<file path="config.mk">
export PLATFORM = sky130hd
export DESIGN_NAME = tipi_rpi_link
export DESIGN_NICKNAME = d
export VERILOG_FILES = /design/src/rtl/tipi_rpi_link.sv
export SDC_FILE = /design/constraint.sdc
export NUM_CORES = 1
export LEC_CHECK = 0
export ABC_CLOCK_PERIOD_IN_PS = 2950
export BUFFER_PORTS_ARGS = -buffer_cell sky130_fd_sc_hd__buf_2
export CORE_ASPECT_RATIO = 1.2
export CORE_UTILIZATION = 35
export CTS_BUF_LIST = sky130_fd_sc_hd__clkbuf_8
export DETAILED_ROUTE_END_ITERATION = 12
export PLACE_DENSITY = 0.61
export SLEW_MARGIN = 20
export SYNTH_ARGS = -nofsm -noshare
export SYNTH_HDL_FRONTEND = slang
export SYNTH_SLANG_ARGS = --single-unit
</file>
<file path="constraint.sdc">
create_clock -name clk -period 2.95 [get_ports clk]
set_input_delay 0.4425 -clock clk [delete_from_list [all_inputs] [get_ports clk]]
set_output_delay 0.4425 -clock clk [all_outputs]
set_load 0.1 [all_outputs]
</file>
<file path="src/rtl/tipi_rpi_link.sv">
// RPi serial register link front end for TIPI: synchronizes the RPi shift pins,
// assembles control/data frames and flags short frames. Optional readback: TIPI_LINK_READBACK_EN.
module tipi_rpi_link #(
    parameter int SYNC_STAGES = 2
) (
    input  logic       clk,
    input  logic       rst_n,
    input  logic       rpi_cclk,
    input  logic       rpi_dclk,
    input  logic       rpi_sdata,
    input  logic       rpi_le,
    input  logic [7:0] ti_control_in,
    input  logic [7:0] ti_data_in,
    input  logic       err_clr,
    output logic [7:0] rcontrol_out,
    output logic [7:0] rdata_out,
    output logic       rcontrol_stb,
    output logic       rdata_stb,
    output logic       frame_err,
    output logic       rpi_dout
);

    localparam int         CH_CTL    = 0;
    localparam int         CH_DAT    = 1;
    localparam int         NCH       = 2;
    localparam logic [2:0] GUARD_MAX = 3'(SYNC_STAGES + 1);
    localparam logic [3:0] CNT_FULL  = 4'd8;

    typedef enum logic [1:0] {
        EMPTY   = 2'd0,
        PARTIAL = 2'd1,
        FULL    = 2'd2
    } ch_state_t;

    logic [SYNC_STAGES-1:0] cclk_sync;
    logic [SYNC_STAGES-1:0] dclk_sync;
    logic [SYNC_STAGES-1:0] sdata_sync;
    logic [SYNC_STAGES-1:0] le_sync;

    logic [1:0] clk_s;
    logic [1:0] clk_prev;
    logic [1:0] edge_raw;
    logic       le_s;
    logic       sdata_s;
    logic [2:0] guard_q;

    logic [1:0] edge_p0;
    logic       le_p0;
    logic       sdata_p0;

    ch_state_t  state_q [NCH];
    ch_state_t  state_d [NCH];
    logic [3:0] cnt_q   [NCH];
    logic [3:0] cnt_d   [NCH];
    logic [7:0] sr_q    [NCH];
    logic [7:0] sr_d    [NCH];
    logic [1:0] commit;
    logic [1:0] short_commit;

    // ---- synchronizers: identical depth keeps clocks and data aligned ----
    always_ff @(posedge clk or negedge rst_n) begin
        if (!rst_n) begin
            cclk_sync  <= '0;
            dclk_sync  <= '0;
            sdata_sync <= '0;
            le_sync    <= '0;
        end else begin
            cclk_sync  <= {cclk_sync[SYNC_STAGES-2:0],  rpi_cclk};
            dclk_sync  <= {dclk_sync[SYNC_STAGES-2:0],  rpi_dclk};
            sdata_sync <= {sdata_sync[SYNC_STAGES-2:0], rpi_sdata};
            le_sync    <= {le_sync[SYNC_STAGES-2:0],    rpi_le};
        end
    end

    assign clk_s    = {dclk_sync[SYNC_STAGES-1], cclk_sync[SYNC_STAGES-1]};
    assign le_s     = le_sync[SYNC_STAGES-1];
    assign sdata_s  = sdata_sync[SYNC_STAGES-1];
    assign edge_raw = clk_s & ~clk_prev;

    // ---- p0: edge detect, masked until the guard expires after reset ----
    always_ff @(posedge clk or negedge rst_n) begin
        if (!rst_n) begin
            clk_prev <= 2'b00;
            guard_q  <= GUARD_MAX;
            edge_p0  <= 2'b00;
            le_p0    <= 1'b0;
            sdata_p0 <= 1'b0;
        end else begin
            clk_prev <= clk_s;
            if (guard_q != 3'd0) begin
                guard_q <= guard_q - 3'd1;
            end
            edge_p0  <= (guard_q == 3'd0) ? edge_raw : 2'b00;
            le_p0    <= le_s;
            sdata_p0 <= sdata_s;
        end
    end

    // ---- p1: per-channel frame assembly FSM ----
    always_ff @(posedge clk or negedge rst_n) begin
        if (!rst_n) begin
            for (int c = 0; c < NCH; c++) begin
                state_q[c] <= EMPTY;
                cnt_q[c]   <= 4'd0;
                sr_q[c]    <= 8'd0;
            end
        end else begin
            for (int c = 0; c < NCH; c++) begin
                state_q[c] <= state_d[c];
                cnt_q[c]   <= cnt_d[c];
                sr_q[c]    <= sr_d[c];
            end
        end
    end

    always_comb begin
        for (int c = 0; c < NCH; c++) begin
            state_d[c]      = state_q[c];
            cnt_d[c]        = cnt_q[c];
            sr_d[c]         = sr_q[c];
            commit[c]       = 1'b0;
            short_commit[c] = 1'b0;
            if (edge_p0[c]) begin
                if (le_p0) begin
                    // sr is kept: a short frame commits zero-extended history
                    commit[c]       = 1'b1;
                    short_commit[c] = (state_q[c] != FULL);
                    state_d[c]      = EMPTY;
                    cnt_d[c]        = 4'd0;
                end else begin
                    sr_d[c]    = {sr_q[c][6:0], sdata_p0};
                    cnt_d[c]   = (cnt_q[c] >= 4'd7) ? CNT_FULL : cnt_q[c] + 4'd1;
                    state_d[c] = (cnt_d[c] == CNT_FULL) ? FULL : PARTIAL;
                end
            end
        end
    end

    // ---- p2: committed frame registers, strobes and error flag ----
    always_ff @(posedge clk or negedge rst_n) begin
        if (!rst_n) begin
            rcontrol_out <= 8'd0;
            rdata_out    <= 8'd0;
            rcontrol_stb <= 1'b0;
            rdata_stb    <= 1'b0;
            frame_err    <= 1'b0;
        end else begin
            rcontrol_stb <= commit[CH_CTL];
            rdata_stb    <= commit[CH_DAT];
            if (commit[CH_CTL]) begin
                rcontrol_out <= sr_q[CH_CTL];
            end
            if (commit[CH_DAT]) begin
                rdata_out <= sr_q[CH_DAT];
            end
            if (|short_commit) begin
                frame_err <= 1'b1;
            end else if (err_clr) begin
                frame_err <= 1'b0;
            end
        end
    end

`ifdef TIPI_LINK_READBACK_EN
    logic [7:0] tx_q [NCH];
    logic [7:0] tx_d [NCH];
    logic [7:0] tx_load [NCH];
    logic       sel_dat_q;
    logic       sel_dat_d;

    assign tx_load[CH_CTL] = ti_control_in;
    assign tx_load[CH_DAT] = ti_data_in;

    always_comb begin
        sel_dat_d = sel_dat_q;
        for (int c = 0; c < NCH; c++) begin
            tx_d[c] = tx_q[c];
            if (commit[c]) begin
                tx_d[c] = tx_load[c];
            end else if (edge_p0[c]) begin
                tx_d[c] = {tx_q[c][6:0], 1'b0};
            end
        end
        // data channel wins when both channels edge in the same cycle
        if (edge_p0[CH_DAT]) begin
            sel_dat_d = 1'b1;
        end else if (edge_p0[CH_CTL]) begin
            sel_dat_d = 1'b0;
        end
    end

    always_ff @(posedge clk or negedge rst_n) begin
        if (!rst_n) begin
            for (int c = 0; c < NCH; c++) begin
                tx_q[c] <= 8'd0;
            end
            sel_dat_q <= 1'b0;
            rpi_dout  <= 1'b0;
        end else begin
            for (int c = 0; c < NCH; c++) begin
                tx_q[c] <= tx_d[c];
            end
            sel_dat_q <= sel_dat_d;
            rpi_dout  <= sel_dat_d ? tx_d[CH_DAT][7] : tx_d[CH_CTL][7];
        end
    end
`else
    logic unused_ti;

    assign unused_ti = ^{ti_control_in, ti_data_in};
    assign rpi_dout  = 1'b0;
`endif

endmodule

</file>
* Word-level counts from Yosys, hierarchy flattened
Cells that the tools add are included.
** Cells by class
- $add $sub $neg :: 3
- $lt $le $gt $ge :: 2
- Equal/unequal tests :: 4
- Mux-type cells :: 18
- Bitwise operators :: 3
- Reductions and logical operators :: 6
** Operators with widths (count)
- two-way mux 4 bit :: 4
- two-way mux 2 bit :: 5
- two-way mux 1 bit :: 9
- adder 4 x 1 -> 4 bit, second input constant :: 2
- equality test 4 bit, second input constant :: 2
- >= comparator 4 x 3 -> 1 bit, second input constant :: 2
- inequality test 2 bit, second input constant :: 2
- AND reduction 2 bit :: 2
- logical NOT 3 bit :: 1
- nonzero test 3 bit :: 1
- subtractor 3 x 1 -> 3 bit, second input constant :: 1
- AND 2 bit :: 1
- inverter 2 bit :: 1
- nonzero test 2 bit :: 1
- OR reduction 2 bit :: 1
- inverter 1 bit :: 1
** Storage, ports and cells
- Bits in registers :: 64
- Bits of input ports :: 23
- Output and inout port bits :: 20
- Logic and storage cells :: 56

* Depth between registers and ports, before layout
Gate-level depths: netlist of run 1.
- Depth in word-level cells :: 5
- Depth in mapped cells :: 4
- Gate-level depth less buffers :: 4

* Least setup slack after synthesis of run 1
OpenSTA, ideal clock, no wires.
- Kind :: reg2out
- Start :: register frame_err
- End :: output frame_err
- Arrival :: 0.898 ns
- Data required time :: 2.508 ns
- Slack :: 1.609 ns
- Stages on the path, launching flop included :: 1
- Buffers on the path :: 0
- Path through :: dfrtp_1
** RTL lines
- start: declaration :: RTL line 19 : output logic frame_err,
- start signal: assignment :: RTL line 146 : frame_err <= 1'b0;
- start signal: assignment :: RTL line 157 : frame_err <= 1'b1;
- start signal: assignment :: RTL line 159 : frame_err <= 1'b0;
No word-level cell between the ends.

* Worst setup path in the final report of run 1
- Start :: register edge_p0[1]
- End :: register sr_q[0] (netlist bit)
** Between the ends
- Longest elaborated chain between the ends :: 1
** RTL lines
- start: declaration :: RTL line 47 : logic [1:0] edge_p0;
- start signal: assignment :: RTL line 93 : edge_p0 <= (guard_q == 3'd0) ? edge_raw : 2'b00;
- AND reduction 2 bit (no source line)
- end signal: indexed assignment :: RTL line 111 : sr_q[c] <= sr_d[c];
- end: declaration :: RTL line 55 : logic [7:0] sr_q [NCH];
Every way passes these cells.
A chain may end at the register's enable or synchronous reset.

==> reports/metrics.cfg, run 1 <==
[outcome]
status = finished, final reports clean

[floorplanning]
ios = 43
core_area_um2 = 6850
die_w_um = 78.8
initial_utilization_pct = 36.2
fp.dieH_um = 94.2
die_area_um2 = 7420
rows = 33

[timing]
tightest_slew_ns = 0.795
slew_headroom_pct = 47.0
final_max_slew_viol_count = 0
clock_skew_ns = 0.00785
tns_ns = 0
rsz0062_at_grt = no
hold_violations = 0
fin_crit_ns = 1.60
clock.fmax_mhz = 626
fin_crit_sh_pct = 54.2
setup_viol = 0

[power_and_ir_drop]
clockPowerShare_pct = 21.7
power.share.sequential_pct = 41.6
finalPower_uw = 2980
power_frac_comb_pct = 36.7
cellPowerDensity_nw_per_um2 = 1050
ir_drop_uv = 608
switching_share_pct = 42.2
internal_power_uw = 1720
power_leakage_uw = 0.00136
p_sw_uw = 1260

[global_routing]
antenna_found_initial = 0
overflow = 0
met3_usage_pct = 3.40
grt_pass1_vias = 1372
gr-usage-met2_pct = 17.0
gr-max-usage-layer = met2
grtUsageMet1_pct = 14.2
grt_pass1_wl_um = 6350
track_usage_pct = 11.3
grt_max_degree = 65

[clock_network]
clkLatencyLatePin_ns = 0.32
cts_buffers = 9
cts-root-buf = clkbuf_8
holdBufCountCts = 0
clk_pin_slew_ns = 0.06
cts_max_level = 3
postCtsSetupRepairBufs = 0
cts_tree = built
cts_resized = 0
cts_buffer_depth = 2
clock-sinks = 64

[final_layout]
drive_above_1_share_pct = 37.9
utilization_pct = 41.3
syn2layout_area_growth_pct = 14.3
seq_area_um2 = 1600
fin_nets = 222
fill_cells = 654
multi_input_area_um2 = 778
antenna_cells = 0

[synthesis]
ys_ff_latch = 64
synth_commonest_cells = 62 x dfrtp_1, 25 x mux2_2, 10 x inv_1
post-synth-top-area-fraction_pct = 62.6
synth_nets = 192
postSynth.asyncResetShare_pct = 100
synthCells = 165
synth_cell_types = 32
synth_most_common_cell = dfrtp_1
ys_seq_area_share_pct = 64.7
synthesis.area_um2 = 2480
yosys_warnings = 0
avgSynthCellArea_um2 = 15.0
synth-main-ff-cell = dfrtp_1
synth.area.top_cells = dfrtp_1 63%, mux2_2 11%, mux2_4 4.2%, dfstp_2 2.1%, ha_1 2.0%
synth_edf_count = 0
yosysTopAreaCell = dfrtp_1

[critical_path]
path_cells = nor2b_1 -> mux2_2
critical_path_arrival_ns = 1.80
path_class = register to register
slowest_stage = dfrtp_1
critPathMaxStageDelay_ns = 0.54
end_kind = register
crit_fanout = 12
cp.required_ns = 3.16
start_kind = register

[route]
first_pass_iters = 4
drt.antenna.violating_nets = 0
drtIter0Drc = 83
wl_per_cell_um = 12.6
route.vias.total = 1337
routed_wl_um = 3600
detail_route.vias_per_cell = 4.69
route.detailed.drc = 0

[run]
cap_violations = 0

[place]
io_buffers = 25
dpl.hpwl_um = 2270
gp_congestion = 0.690

[worst_hold_path]
hold_class = primary input to register

==> worst paths after layout <==
path / from / to / slack, ns / cells after the start
worst max-delay path: edge_p0[1] / sr_q[0] / 1.35 / 2
worst min-delay path: rpi_cclk / cclk_sync[0] / 0.22 / 1
worst max register to register: edge_p0[1] / sr_q[0] / 1.35 / 2
worst min register to register: dclk_sync[0] / dclk_sync[1] / 0.34 / 0
max in group asynchronous: rst_n / cnt_q[2] / 2.14 / 2
min in group asynchronous: rst_n / frame_err / 0.29 / 2
==> per-stage QoR <==
| stage | setup slack, ns | hold slack [ns] | cell area, um2 | cells |
|---|---|---|---|---|
| finish | 1.35 | 0.223 | 2830 | 285 |
| global route | 1.22 | 0.211 | 2830 | 285 |
| CTS | 1.34 | 0.205 | 2830 | 285 |
| detailed placement | 1.35 | 0.336 | 2660 | 271 |
| global placement | 1.35 | 0.332 | 2660 | 271 |
| floorplan | 1.61 | 0.147 | 2480 | 165 |
==> critical path: cells and delay by family, from the launching register on <==
family | cells | cell delay (ns)
DFF | 1 | 0.54
and+or+nand+nor | 1 | 0.54
muxes | 1 | 0.40
==> cell usage in the layout (no fill, tap or decap), types with 4 or more instances in the layout <==
cell,n
dfrtp_1,62
mux2_2,25
buf_2,25
inv_1,12
clkbuf_8,12
nand2b_1,7
mux2_4,7
nor2b_1,6
o22ai_1,4
nor4b_1,4
ha_1,4
==> registers in the layout, indices dropped and copies added, names as in the netlist <==
name,flops
sr_q,16
cnt_q,8
rcontrol_out,8
rdata_out,8
state_q,4
guard_q,3
cclk_sync,2
clk_prev,2
dclk_sync,2
edge_p0,2
le_sync,2
sdata_sync,2
frame_err,1
le_p0,1
rcontrol_stb,1
rdata_stb,1
sdata_p0,1
==> final cells by class <==
class                   count  share of cell area (%)
clock buffers              12                    5.83
clock inverters             2                   0.265
inverters                  10                    1.32
multi-input cells          84                    27.5
flip-flops and latches     64                    56.6
well taps                  87                    3.84
repair buffers             26                    4.68
==> power groups by stage <==
stage / clock (uW) / combinational (uW) / sequential [uW]
after detailed placement: 0 / 1100 / 1260
after floorplan: 0 / 275 / 1900
final: 648 / 1090 / 1240
after global placement: 0 / 1090 / 1250
after CTS: 678 / 1100 / 1240
after global routing: 710 / 1140 / 1280
==> layer usage <==
| layer | wire length (um) | share of wire [%] | up-vias |
|---|---|---|---|
| met5 | 0 | 0 | - |
| met4 | 97 | 2.7 | 0 |
| met3 | 151 | 4.2 | 12 |
| met2 | 1630 | 45 | 32 |
| met1 | 1720 | 48 | 655 |
| li1 | - | - | 638 |
==> logic make-up (layout without fill, tap and decap cells) <==
family	count (synthesis)	in the layout	synth area share, %
adder cells (fa/ha/maj)	4	4	2.02
AO/OA/AOI/OAI	18	18	5.45
multiplexers	34	34	16.4
other	1	1	0.151
AND/OR/NAND/NOR	26	26	7.02
flip-flops	64	64	64.7
XOR/XNOR	1	1	0.353
buffers and inverters	17	50	3.89
Power figures use the tool's default switching activity.
==> inputs of run 2 (changes only) <==
--- a/config.mk
+++ b/config.mk
@@ -5,7 +5,7 @@
 export SDC_FILE = /design/constraint.sdc
 export NUM_CORES = 1
 export LEC_CHECK = 0
-export ABC_CLOCK_PERIOD_IN_PS = 2950
+export ABC_CLOCK_PERIOD_IN_PS = 1550
 export BUFFER_PORTS_ARGS = -buffer_cell sky130_fd_sc_hd__buf_2
 export CORE_ASPECT_RATIO = 1.2
 export CORE_UTILIZATION = 35
==> constraint.sdc (replaced) <==
create_clock -name clk -period 1.55 [get_ports clk]
set_input_delay 0.2325 -clock clk [delete_from_list [all_inputs] [get_ports clk]]
set_output_delay 0.2325 -clock clk [all_outputs]
set_load 0.1 [all_outputs]
==> run 2 against run 1 <==
Utilization grew 1.5 points. Cell area grew 3.7%. Combinational power grew 94%.
==> reports/metrics.cfg, run 2 (synthesis gave the netlist of run 1 again) <==
[route]
wl_per_cell_um = 12.2  ; -3.1%
drt.antenna.violating_nets = 0  ; unchanged
drtIter0Drc = 59  ; -29%
route.detailed.drc = 0  ; unchanged
route.vias.total = 1400  ; +4.7%
met2_length_um = 1690  ; +3.7%
first_pass_iters = 4  ; unchanged
routed_wl_um = 3610  ; +0.33%
detail_route.vias_per_cell = 4.75  ; +1.2%
maxUsedRoutingLayer = met4
wl_met3_um = 185  ; +23%
met1Wirelength_um = 1680  ; -2.4%

[global_routing]
grt_pass1_wl_um = 6310  ; -0.65%
overflow = 0  ; unchanged
grt_pass1_vias = 1411  ; +2.8%
antenna_found_initial = 0  ; unchanged
track_usage_pct = 11.6  ; +0.20 points
grt_max_degree = 29  ; -55%

[clock_network]
clkLatencyLatePin_ns = 0.33  ; about the same
clk_pin_slew_ns = 0.06  ; about the same
cts_tree = built
postCtsSetupRepairBufs = 0  ; unchanged
cts_buffers = 9  ; unchanged
cts_max_level = 3  ; unchanged
cts_buffer_depth = 2  ; unchanged
cts-root-buf = clkbuf_8
clock-sinks = 64  ; unchanged
holdBufCountCts = 5  ; +5
cts_resized = 0  ; unchanged

[critical_path]
path_class = register to register
crit_fanout = 13  ; +1
critPathMaxStageDelay_ns = 0.58  ; +0.04 ns
critical_path_arrival_ns = 1.59  ; -0.21 ns
cp.required_ns = 1.76  ; -1.40 ns
start_kind = register
end_kind = register
path_cells = nand2_2 -> mux2_4
slowest_stage = dfrtp_1
r2r_slack_ns = 0.17  ; -1.18 ns

[final_layout]
antenna_cells = 0  ; unchanged
layout_commonest_cell = dfrtp_1
drive_above_1_share_pct = 38.9  ; +1.1 points
final_cell_area_um2 = 2940  ; +3.7%
syn2layout_area_growth_pct = 18.6
most-common-layout-cells = 62 x dfrtp_1, 25 x mux2_2, 25 x buf_2, 11 x inv_1, 11 x clkbuf_8
top_register = sr_q
fin_nets = 231  ; +4.1%
largest_register_ffs = 16  ; unchanged

[timing]
tns_ns = 0  ; unchanged
fin_crit_ns = 1.38  ; -0.219 ns
rsz0062_at_grt = no
final_max_slew_viol_count = 0  ; unchanged
setup_viol = 0  ; unchanged
clock.fmax_mhz = 725  ; +16%
clock_skew_ns = 0.00391  ; -0.00394 ns
hold_violations = 0  ; unchanged
fin_crit_sh_pct = 89.0  ; +35 points

[power_and_ir_drop]
cellPowerDensity_nw_per_um2 = 1930  ; +84%
ir_drop_uv = 1430  ; +140%
power_leakage_uw = 0.00141  ; +3.4%

[run]
cap_violations = 0  ; unchanged

[floorplanning]
fp.dieH_um = 94.2  ; unchanged
rows = 33  ; unchanged
die_w_um = 78.8  ; unchanged
ios = 43  ; unchanged
initial_utilization_pct = 36.2  ; unchanged
die_area_um2 = 7420  ; unchanged
core_area_um2 = 6850  ; unchanged

[place]
gp_congestion = 0.687  ; -0.48%
io_buffers = 25  ; unchanged
dpl_cell_area_um2 = 2720  ; +2.1%
dpl.hpwl_um = 2370  ; +4.3%

[worst_hold_path]
hold_class = primary input to register

[outcome]
status = finished, final reports clean

## run 2: cell types whose count changed in the layout (fill, tap and decap cells not counted), sizes merged
cell	delta
clkinvlp	+1
dlygate4sd3	+5
clkinv	+2
clkbuf	-1
buf	+4
inv	-1
## run 2: path summary, 6_finish.rpt
check	startpoint	end	cells past startpoint
min in group asynchronous	rst_n	state_q[2]	2
max in group asynchronous	rst_n	sr_q[12]	3
setup reg to reg	le_p0	rcontrol_out[1]	2
hold / removal	err_clr	frame_err	3
hold reg to reg	le_sync[0]	le_sync[1]	0
setup / recovery	le_p0	rcontrol_out[1]	2
## run 2: report_power, final
group / internal (uW) / leakage [uW] / switching [uW]
logic: 530 / 0.000519 / 1580
registers: 2090 / 0.000798 / 273
clock network: 646 / 0.0000924 / 567
## run 2: layout make-up
class | instances | area, um2
repair buffers | 35 | 238
fillers | 654 | 3920
clock inverters | 4 | 21.3
clock buffers | 11 | 151
flip-flops and latches | 64 | 1600
multi-input cells | 84 | 778
inverters | 10 | 37.5
well taps | 87 | 109
## run 2: metrics by stage
step                      hold slack, ns  cells  util [%]  power, uW  worst slack (ns)
after floorplan                  -0.0631    165         -       4140             0.290
after global placement             0.222    275      39.6       4470             0.188
after detailed placement           0.226    275      39.6       4510             0.190
after CTS                          0.206    295      42.9       5760             0.164
after global routing               0.227    295      42.9       5980            0.0827
final                              0.221    295      42.9       5680             0.171
## run 2: routing by layer
metal,vias up,GRT usage [%]
met4,0,5.45
li1,653,-
met2,33,17.6
met1,707,13.7
met5,-,0
met3,7,5.53
## run 2: critical path, delay by kind of cell (launching register included)
family	cells	cell delay, ns
AND/OR/NAND/NOR	1	0.30
flip-flops	1	0.58
multiplexers	1	0.37
==> inputs of run 3 (changes only) <==
--- a/config.mk
+++ b/config.mk
@@ -7,11 +7,13 @@
 export LEC_CHECK = 0
 export ABC_CLOCK_PERIOD_IN_PS = 1550
 export BUFFER_PORTS_ARGS = -buffer_cell sky130_fd_sc_hd__buf_2
+export CAP_MARGIN = 20
 export CORE_ASPECT_RATIO = 1.2
 export CORE_UTILIZATION = 35
 export CTS_BUF_LIST = sky130_fd_sc_hd__clkbuf_8
 export DETAILED_ROUTE_END_ITERATION = 12
 export PLACE_DENSITY = 0.61
+export SETUP_SLACK_MARGIN = 0.3
 export SLEW_MARGIN = 20
 export SYNTH_ARGS = -nofsm -noshare
 export SYNTH_HDL_FRONTEND = slang
==> run 3 against run 2 <==
Sequential power increased by 2%. Maximum frequency is 12% higher. Hold slack better by 0.0067 ns. Register-to-register slack improved by 0.14 ns. Largest cell class unchanged.
==> reports/metrics.cfg, run 3 (synthesis gave the netlist of run 1 again) <==
[final_layout]
syn2layout_area_growth_pct = 27.5
final_cell_area_um2 = 3160  ; +7.5%
final_cells = 300  ; +1.7%
top_register = sr_q
fill_cells = 621  ; -5.0%
drive_above_1_share_pct = 48.8  ; +9.9 points
seq_area_um2 = 1620  ; +0.94%
fin_nets = 235  ; +1.7%
multi_input_area_um2 = 861  ; +11%
layout_commonest_cell = dfrtp_1
most-common-layout-cells = 50 x dfrtp_1, 19 x mux2_4, 19 x buf_4, 13 x mux2_2
largest_register_ffs = 16  ; unchanged
antenna_cells = 0  ; unchanged

[route]
route.detailed.drc = 0  ; unchanged
drtIter0Drc = 69  ; +17%
route.vias.total = 1379  ; -1.5%
drt.antenna.violating_nets = 0  ; unchanged
wl_met3_um = 169  ; -8.6%
wl_per_cell_um = 13.4  ; +9.3%
first_pass_iters = 4  ; unchanged
routed_wl_um = 4020  ; +11%
detail_route.vias_per_cell = 4.60  ; -3.1%
met2_length_um = 1910  ; +13%
maxUsedRoutingLayer = met4
met1Wirelength_um = 1900  ; +13%

[run]
cap_violations = 0  ; unchanged

[clock_network]
cts_tree = built
clkLatencyLatePin_ns = 0.32  ; about the same
clk_pin_slew_ns = 0.06  ; about the same
cts-root-buf = clkbuf_8
cts_buffers = 9  ; unchanged
clock-sinks = 64  ; unchanged
cts_buffer_depth = 2  ; unchanged
cts_max_level = 3  ; unchanged

[global_routing]
antenna_found_initial = 0  ; unchanged
grt_pass1_vias = 1367  ; -3.1%
overflow = 0  ; unchanged
grt_max_degree = 30  ; +3.4%
grt_pass1_wl_um = 6520  ; +3.3%
track_usage_pct = 11.7  ; +0.19 points

[critical_path]
path_cells = buf_2 -> nand2b_4 -> mux2_2
path_depth = 3  ; +1
cp.required_ns = 1.76  ; about the same
crit_family = flip-flops
timing.rr.end = sr_q[7]
slowest_stage = dfrtp_2
crit_fanout = 7  ; -6
r2r_slack_ns = 0.31  ; +0.14 ns
path_class = register to register
r2r_cells = 3  ; +1
critical_path_arrival_ns = 1.44  ; -0.15 ns
endpoint = sr_q[7]
end_kind = register
timing.rr.start = le_p0
critPathMaxStageDelay_ns = 0.45  ; -0.13 ns
crit_start = le_p0
path_buf_inv = 1  ; +1
start_kind = register

[floorplanning]
initial_utilization_pct = 36.2  ; unchanged
core_area_um2 = 6850  ; unchanged
die_area_um2 = 7420  ; unchanged
rows = 33  ; unchanged
ios = 43  ; unchanged
die_w_um = 78.8  ; unchanged
fp.dieH_um = 94.2  ; unchanged

[place]
dpl.hpwl_um = 2510  ; +6.0%
gp_congestion = 0.701  ; +2.0%
dpl_cell_area_um2 = 2730  ; +0.41%
io_buffers = 25  ; unchanged
place_inst = 275  ; unchanged

[power_and_ir_drop]
finalPower_uw = 6150  ; +8.3%
cellPowerDensity_nw_per_um2 = 1950  ; +0.70%
ir_drop_uv = 1360  ; -5.3%
power_leakage_uw = 0.00149  ; +5.6%

[timing]
setup_viol = 0  ; unchanged
rsz0062_at_grt = yes
fin_crit_ns = 1.24  ; -0.142 ns
fin_crit_sh_pct = 79.8  ; -9.2 points
tns_ns = 0  ; unchanged
clock_skew_ns = 0.00534  ; +0.00143 ns
hold_violations = 0  ; unchanged
clock.fmax_mhz = 809  ; +12%
final_max_slew_viol_count = 0  ; unchanged

[outcome]
status = finished, final reports clean

[worst_hold_path]
hold_class = primary input to register
hp-start = err_clr

[run 3: per-layer routing]
metal | global-route usage (%) | up-vias
li1 | - | 662
met1 | 14.6 | 686
met2 | 18.0 | 29
met3 | 5.73 | 2
met4 | 3.64 | 0
met5 | 0 | -
[run 3: timing repair]
action	CTS	global route
buffers inserted	3	1
resized for setup	24	25
endpoints found under the setup margin	54	33
hold buffers	5	0
endpoints found under the hold margin	21	0
[run 3: cell type report]
class	instances	area share, %
flip-flops and latches	64	51.2
multi-input cells	84	27.2
clock inverters	5	1.50
well taps	87	3.44
clock buffers	11	4.79
inverters	10	1.19
repair buffers	39	10.6
[run 3: power breakdown]
group | total (uW) | switching [uW] | leakage, uW | internal (uW)
logic | 2370 | 1610 | 0.000594 | 758
clock network | 1370 | 562 | 0.000112 | 813
registers | 2410 | 306 | 0.000782 | 2110
[run 3: through the flow]
stage               worst slack (ns)  hold slack [ns]  utilization [%]
detailed placement             0.171            0.229             39.8
global route                   0.263            0.238             46.1
floorplan                      0.301          -0.0631                -
finish                         0.313            0.228             46.1
CTS                            0.289            0.213             44.6
global placement               0.180            0.231             39.8
[run 3: worst min-delay path by stage]
stage                            endpoint  slack, ns  cells past startpoint
final                           frame_err       0.23                      3
after floorplan              cclk_sync[0]      -0.06                      0
after CTS                       frame_err       0.21                      3
after global routing            frame_err       0.24                      3
after detailed placement         sr_q[13]       0.23                      1
after global placement    rcontrol_out[3]       0.23                      1
[run 3: worst min-delay path, delay by kind of cell]
kind                   cells  cell delay (ns)
AOI/OAI and AO/OA          1             0.09
buffers and inverters      1             0.07
and+or+nand+nor            1             0.09
